### src/rtl/fos_tdm_scheduler.sv
// Time-division scheduler sharing one transposed-form first-order section
// between NCH channels. Requests are granted round-robin. Each granted sample
// updates that channel's state, and the result is presented on a single
// registered valid/ready output.

// Signed 32x11 radix-4 Booth multiplier, low 32 bits of the product.
module rad4_reference (
  input  logic [31:0] a,
  input  logic [10:0] b,
  output logic [31:0] p
);

  // Sign-extended multiplier with the implicit zero below bit 0.
  logic [12:0] b_pad;
  logic [2:0]  trip;
  logic [31:0] pp;

  assign b_pad = {b[10], b, 1'b0};

  // Accumulate six Booth partial products modulo 2^32.
  always_comb begin
    p    = '0;
    trip = '0;
    pp   = '0;
    for (int i = 0; i < 6; i++) begin
      trip = b_pad[2*i +: 3];
      case (trip)
        3'b001, 3'b010: pp = a;
        3'b011:         pp = a << 1;
        3'b100:         pp = -(a << 1);
        3'b101, 3'b110: pp = -a;
        default:        pp = '0;
      endcase
      p = p + (pp << (2 * i));
    end
  end

endmodule

module fos_tdm_scheduler #(
  parameter int unsigned NCH = 4,
  parameter int unsigned CHW = 2
) (
  input  logic               clk,
  input  logic               reset,
  input  logic [NCH-1:0]     req,
  input  logic [NCH*32-1:0]  x_in,
  output logic [NCH-1:0]     gnt,
  input  logic               cfg_we,
  input  logic [CHW-1:0]     cfg_ch,
  input  logic [10:0]        cfg_a1,
  output logic [31:0]        y_out,
  output logic [CHW-1:0]     y_ch,
  output logic               y_valid,
  input  logic               y_ready
);

  logic [10:0]    a1_q   [NCH];
  logic [31:0]    sum0_q [NCH];
  logic [CHW-1:0] ptr_q;

  logic           slot_free;
  logic           cfg_hit;
  logic [NCH-1:0] elig;
  logic           gnt_any;
  logic [CHW-1:0] gnt_idx;
  int unsigned    rr_idx;

  logic [31:0]    x_c;
  logic [31:0]    y;
  logic [31:0]    a1y;
  logic [31:0]    sum0_next;

  assign slot_free = !y_valid || y_ready;
  // Out-of-range channel writes are ignored entirely.
  assign cfg_hit   = cfg_we && (32'(cfg_ch) < NCH);

  // Eligible requesters: need a free output slot and no coefficient write this cycle.
  always_comb begin
    elig = req & {NCH{slot_free}};
    if (cfg_hit) begin
      elig[cfg_ch] = 1'b0;
    end
  end

  // Round-robin pick: first eligible channel at or after ptr, wrapping.
  always_comb begin
    gnt_any = 1'b0;
    gnt_idx = '0;
    gnt     = '0;
    rr_idx  = 0;
    if (!reset) begin
      for (int unsigned k = 0; k < NCH; k++) begin
        rr_idx = (32'(ptr_q) + k) % NCH;
        if (!gnt_any && elig[rr_idx[CHW-1:0]]) begin
          gnt_any = 1'b1;
          gnt_idx = rr_idx[CHW-1:0];
        end
      end
      if (gnt_any) begin
        gnt[gnt_idx] = 1'b1;
      end
    end
  end

  // Shared datapath, steered by the granted channel.
  assign x_c       = x_in[gnt_idx*32 +: 32];
  assign y         = sum0_q[gnt_idx] + x_c;
  assign sum0_next = a1y - x_c;

  rad4_reference u_mul (
    .a (y),
    .b (a1_q[gnt_idx]),
    .p (a1y)
  );

  // Channel state, round-robin pointer and output register.
  always_ff @(posedge clk) begin
    if (reset) begin
      for (int unsigned c = 0; c < NCH; c++) begin
        a1_q[c]   <= '0;
        sum0_q[c] <= '0;
      end
      ptr_q   <= '0;
      y_out   <= '0;
      y_ch    <= '0;
      y_valid <= 1'b0;
    end else begin
      for (int unsigned c = 0; c < NCH; c++) begin
        // A written channel is masked from arbitration, so the two never collide.
        if (cfg_hit && (32'(cfg_ch) == c)) begin
          a1_q[c]   <= cfg_a1;
          sum0_q[c] <= '0;
        end else if (gnt[c]) begin
          sum0_q[c] <= sum0_next;
        end
      end
      if (gnt_any) begin
        y_out   <= y;
        y_ch    <= gnt_idx;
        y_valid <= 1'b1;
        ptr_q   <= (gnt_idx == CHW'(NCH - 1)) ? '0 : gnt_idx + CHW'(1);
      end else if (y_ready) begin
        y_valid <= 1'b0;
      end
    end
  end

endmodule

### config.mk
export PLATFORM = sky130hd
export DESIGN_NAME = fos_tdm_scheduler
export DESIGN_NICKNAME = d
export VERILOG_FILES = /design/src/rtl/fos_tdm_scheduler.sv
export SDC_FILE = /design/constraint.sdc
export NUM_CORES = 1
export LEC_CHECK = 0
export CAP_MARGIN = 40
export CORE_AREA = 4 4 211 213
export CTS_CLUSTER_DIAMETER = 30
export DETAILED_ROUTE_END_ITERATION = 7
export DIE_AREA = 0 0 215 217
export HOLD_SLACK_MARGIN = 0.1
export PLACE_DENSITY_LB_ADDON = 0.3
export SLEW_MARGIN = 20
export SYNTH_ARGS = -nofsm -noshare
export SYNTH_HDL_FRONTEND = slang
export SYNTH_SLANG_ARGS = --single-unit
### constraint.sdc
create_clock -name clk -period 17.6 [get_ports clk]
set_clock_uncertainty 0.1 [all_clocks]
set_input_delay 3.52 -clock clk [delete_from_list [all_inputs] [get_ports clk]]
set_output_delay 3.52 -clock clk [all_outputs]
set_load 0.01 [all_outputs]
==> results.json, run 1 <==
{
  "synth_edf_count": 172,
  "cts_tree": "built",
  "clock-root-buffer": "clkbuf_16",
  "vias": 24160,
  "io_pins": 188,
  "final_area_um2": 27570,
  "drc": 0,
  "routed_wl_um": 96040,
  "highest_layer": "met4",
  "postLayoutCoreUtil_pct": 64.57,
  "grt_pass1_wl_um": 142900,
  "ys_warn_count": 0,
  "synth_area_per_cell_um2": 7.866,
  "reg2regPathDepth": 41,
  "drt-initial-drc-count": 3336,
  "relSlewSlack_pct": 39.33,
  "ys_types": 101,
  "cpMaxStageDelayCell": "or4b_2",
  "cp_max_fo": 56,
  "ys_async_sr_fraction_pct": 0,
  "grt_max_degree": 114,
  "cap_violations": 0,
  "cts_buffer_depth": 3,
  "synthTopCellsByCount": "490 x nand2_1, 355 x nor2_1, 189 x inv_1, 180 x a21oi_1, 175 x clkbuf_1",
  "grt_usage_pct": 39.68,
  "setup_viol_count_final": 0,
  "dpl.hpwl_um": 69980,
  "wl_met2_um": 43720,
  "dpl-instance-area_um2": 25890,
  "vias_per_cell": 6.588,
  "postCtsSetupBuffers": 0,
  "synthesis.area_um2": 23270,
  "cp.arrival_ns": 16.42,
  "initial_utilization_pct": 54.51,
  "chipHeight_um": 217,
  "yosysTopAreaCellShare_pct": 22.19,
  "clock-sinks": 209,
  "cts_made_buffers": 47,
  "finalNonFillerCells": 3668,
  "area_growth_pct": 18.44,
  "overflow": 0,
  "crit_path_end_kind": "register",
  "synth_area_leaders": "edfxtp_1 22%, fa_1 11%, nand2_1 7.9%",
  "regToRegSetupSlack_ns": 4.57,
  "dr.pass1.iters": 6,
  "yosysMostFrequentCell": "nand2_1",
  "worstSetupPathType": "in -> reg",
  "dp.cells": 3572,
  "yosys_most_used_dff": "edfxtp_1",
  "num-nets-final": 3437,
  "syn_inst": 2959,
  "core.rowCount": 76,
  "ctsResizeCount": 0,
  "io_buffers": 187,
  "r2r-start": "y_valid",
  "hold_viol": 0,
  "max_stage_delay_ns": 0.67,
  "wl_per_cell_um": 26.18,
  "met3WireLength_um": 9862,
  "grt_pass1_vias": 23420,
  "antenna_found_initial": 0,
  "chipWidth_um": 215,
  "min_period_over_period_pct": 92.16,
  "fin_crit_ns": 16.22,
  "rsz0062_at_grt": "no",
  "clk_pin_slew_ns": 0.05,
  "min_path_type": "reg -> reg",
  "clkLatencyLatePin_ns": 0.59,
  "worstSetupStartpoint": "cfg_ch[0]",
  "antenna_left": 0,
  "htree_num_levels": 2,
  "tightestPinTransition_ns": 0.9079,
  "required_ns": 17.80,
  "synth-seq-area-share_pct": 25.37,
  "met1Wirelength_um": 35390,
  "synth.largest_area_cell": "edfxtp_1",
  "layout-drive-gt1-share_pct": 8.296,
  "gp_congestion": 1.054,
  "hold_buffers": 0,
  "synth-seq-cells": 209,
  "r2r-end": "sum0_q[3][31]",
  "die_area_um2": 46660,
  "finalSetupTns_ns": 0,
  "syn-num-nets": 3312,
  "max_freq_mhz": 61.65,
  "start_kind": "input port",
  "crit_top_cell": "fa_1",
  "final_max_slew_viol_count": 0,
  "antenna_cells": 0,
  "design.core.area_um2": 42700,
  "cp-endpoint": "sum0_q[3][31]",
  "status": "finished clean"
}
## final cells by class
class                           instances  area (um^2)
Clock buffer                           54         1245
Clock inverter                         33        332.8
Timing Repair Buffer                  291         2751
Tap cell                              546        683.2
Sequential cell                       209         5906
Inverter                              190        713.2
Multi-Input combinational cell       2345        15940
Fill cell                            3596        15130
## flip-flops by register name (all words and copies together), names as in the netlist
register	cells
a1_q	44
sum0_q	128
y_valid	1
y_out	32
y_ch	2
ptr_q	2
## worst min path at each step
stage,from,end,slack (ns),cells after the start
global placement,y_out[23],y_out[23],0.34,2
CTS,y_out[15],y_out[15],0.35,2
global route,y_out[21],y_out[21],0.38,2
finish,y_out[21],y_out[21],0.35,2
detailed placement,y_out[15],y_out[15],0.35,2
floorplan,y_out[28],y_out[28],0.38,2
## through the flow
step	worst slack, ns	hold WS, ns
floorplan	2.319	0.3761
global placement	1.487	0.3385
detailed placement	1.229	0.3471
CTS	1.736	0.3518
global route	0.6787	0.3797
finish	1.379	0.3494
## cell usage in the layout (no fill, tap or decap), drive strengths merged, types with 63 or more instances in the layout
| cell | netlist | final |
|---|---|---|
| edfxtp | 172 | 172 |
| nand2 | 490 | 490 |
| buf | 40 | 101 |
| mux2i | 86 | 86 |
| nor2 | 356 | 356 |
| clkdlybuf4s50 | 0 | 186 |
| a31oi | 63 | 63 |
| ha | 80 | 80 |
| xnor2 | 99 | 99 |
| o21ai | 166 | 166 |
| fa | 124 | 124 |
| inv | 190 | 193 |
| a21oi | 181 | 181 |
## per-layer routing
metal	vias to the layer above	global-route usage, %
met5	-	0
met4	0	24.48
met3	374	7.037
met2	1666	63.35
met1	11480	50.43
li1	10650	-
## cells by family (layout without fill, tap and decap cells)
group / Yosys count / in the layout / share of synthesized area, %
flops: 209 / 209 / 25.37
fa+ha+maj: 208 / 208 / 15.14
simple gates: 1145 / 1145 / 21.94
buf+inv: 405 / 568 / 6.736
compound gates: 770 / 770 / 21.75
xor+xnor: 136 / 136 / 5.365
mux: 86 / 86 / 3.699
## critical path: cells and delay by family
kind | cells | cell delay [ns]
AOI/OAI and AO/OA | 14 | 3.82
adders and majority gates | 6 | 2.64
and+or+nand+nor | 14 | 4.34
xor gates and xnor gates | 2 | 0.40
buffers and inverters | 6 | 1.68
Power of run 1 is not shown: default switching activity piles up to over one toggle a cycle in this logic, so the estimate is an artifact.
==> run 2: changes to the inputs <==
SLEW_MARGIN = 0   (was 20)
==> run 2 against run 1 <==
Against the previous run:
- via count rose by 0.34%
- critical path type unchanged
- flip-flop and latch count did not move
- highest routed layer unchanged
- core utilization fell by 0.14 points
- largest cell class unchanged
==> results.json, run 2 (synthesis gave the netlist of run 1 again) <==
{
  "status": "finished clean",
  "chipHeight_um": 217,
  "clk_pin_slew_ns": 0.04,
  "crit_top_cell": "fa_1",
  "min_delay_path_depth": 2,
  "area_growth_pct": 18.19,
  "finalNonFillerCells": 3653,
  "clock-sinks": 209,
  "grt_max_degree": 114,
  "final_max_slew_viol_count": 0,
  "drt-initial-drc-count": 3193,
  "max_freq_mhz": 61.30,
  "core.rowCount": 76,
  "htree_num_levels": 2,
  "dpl.hpwl_um": 70010,
  "postCtsSetupBuffers": 0,
  "hold_buffers": 0,
  "antenna_left": 0,
  "clkLatencyLatePin_ns": 0.57,
  "finalSetupTns_ns": 0,
  "die_area_um2": 46660,
  "clock-root-buffer": "clkbuf_16",
  "antenna_found_initial": 1,
  "design.core.area_um2": 42700,
  "cts_made_buffers": 44,
  "chipWidth_um": 215,
  "grt_usage_pct": 40.09,
  "dp.cells": 3572,
  "largest_reg_flops": 128,
  "vias_per_cell": 6.637,
  "dr.pass1.iters": 6,
  "cap_violations": 0,
  "io_buffers": 187,
  "final_common_cell": "nand2_1",
  "grt_pass1_vias": 23200,
  "num-nets-final": 3426,
  "layout-drive-gt1-share_pct": 7.952,
  "required_ns": 17.79,
  "reg2regPathDepth": 42,
  "gp_congestion": 1.054,
  "start_kind": "input port",
  "vias": 24250,
  "cp.arrival_ns": 16.50,
  "drc": 0,
  "min_period_over_period_pct": 92.69,
  "fin_crit_ns": 16.31,
  "io_pins": 188,
  "routed_wl_um": 96920,
  "cts_buffer_depth": 3,
  "hold_viol": 0,
  "top_regs": "sum0_q x128, a1_q x44, y_out x32",
  "cp_max_fo": 30,
  "ctsResizeCount": 0,
  "min_path_type": "reg -> reg",
  "relSlewSlack_pct": 35.92,
  "max_stage_delay_ns": 0.70,
  "cpMaxStageDelayCell": "and3_1",
  "worstSetupPathType": "in -> reg",
  "top_register": "sum0_q",
  "cts_tree": "built",
  "crit_path_end_kind": "register",
  "rsz0062_at_grt": "no",
  "wl_per_cell_um": 26.53,
  "initial_utilization_pct": 54.51,
  "final_cell_mix": "486 x nand2_1, 355 x nor2_1, 189 x inv_1, 186 x clkdlybuf4s50_1, 180 x a21oi_1",
  "tightestPinTransition_ns": 0.9588,
  "postLayoutCoreUtil_pct": 64.43,
  "overflow": 0,
  "whs_ns": 0.3527,
  "setup_viol_count_final": 0,
  "grt_pass1_wl_um": 143800
}
==> run 2: cell types whose count changed in the layout (fill, tap and decap cells not counted), sizes merged <==
cell / change
bufinv: +4
diode: +1
clkbuf: -7
buf: -5
inv: +1
clkinv: -7
clkinvlp: -2
==> run 2: worst paths after layout <==
check / from / to / slack (ns)
setup / recovery: cfg_ch[0] / sum0_q[3][31] / 1.29
hold / removal: y_out[15] / y_out[15] / 0.35
setup reg to reg: y_valid / sum0_q[3][31] / 4.48
hold reg to reg: y_out[15] / y_out[15] / 0.35
==> run 2: metal layers <==
layer	part of all wire [%]	global-route usage, %
met4	7.2	24.46
met2	46	64.37
met1	36	50.18
met3	11	7.987
met5	0	0
==> run 2: layout make-up <==
| cell class | count | area (um^2) |
|---|---|---|
| clock inverter | 29 | 400.4 |
| antenna | 1 | 2.502 |
| multi-input combinational | 2345 | 15940 |
| inverter | 190 | 713.2 |
| timing repair buffer | 283 | 2671 |
| tap | 546 | 683.2 |
| clock buffer | 50 | 1196 |
| fill | 3680 | 15190 |
| sequential | 209 | 5906 |
==> run 2: critical path, delay by kind of cell <==
kind,cells,cell delay [ns]
AND/OR/NAND/NOR,14,4.56
AO/OA/AOI/OAI,14,3.52
buffers and inverters,6,1.18
XOR/XNOR,1,0.21
multiplexers,1,0.47
adder cells (fa/ha/maj),7,3.03
==> run 2: stage by stage <==
step | area [um^2] | setup WS (ns)
finish | 27510 | 1.286
global route | 27510 | 0.7927
CTS | 27500 | 1.693
detailed placement | 25900 | 1.192
global placement | 25750 | 1.487
floorplan | 23270 | 2.319
Power of run 2 is left out for the same reason.
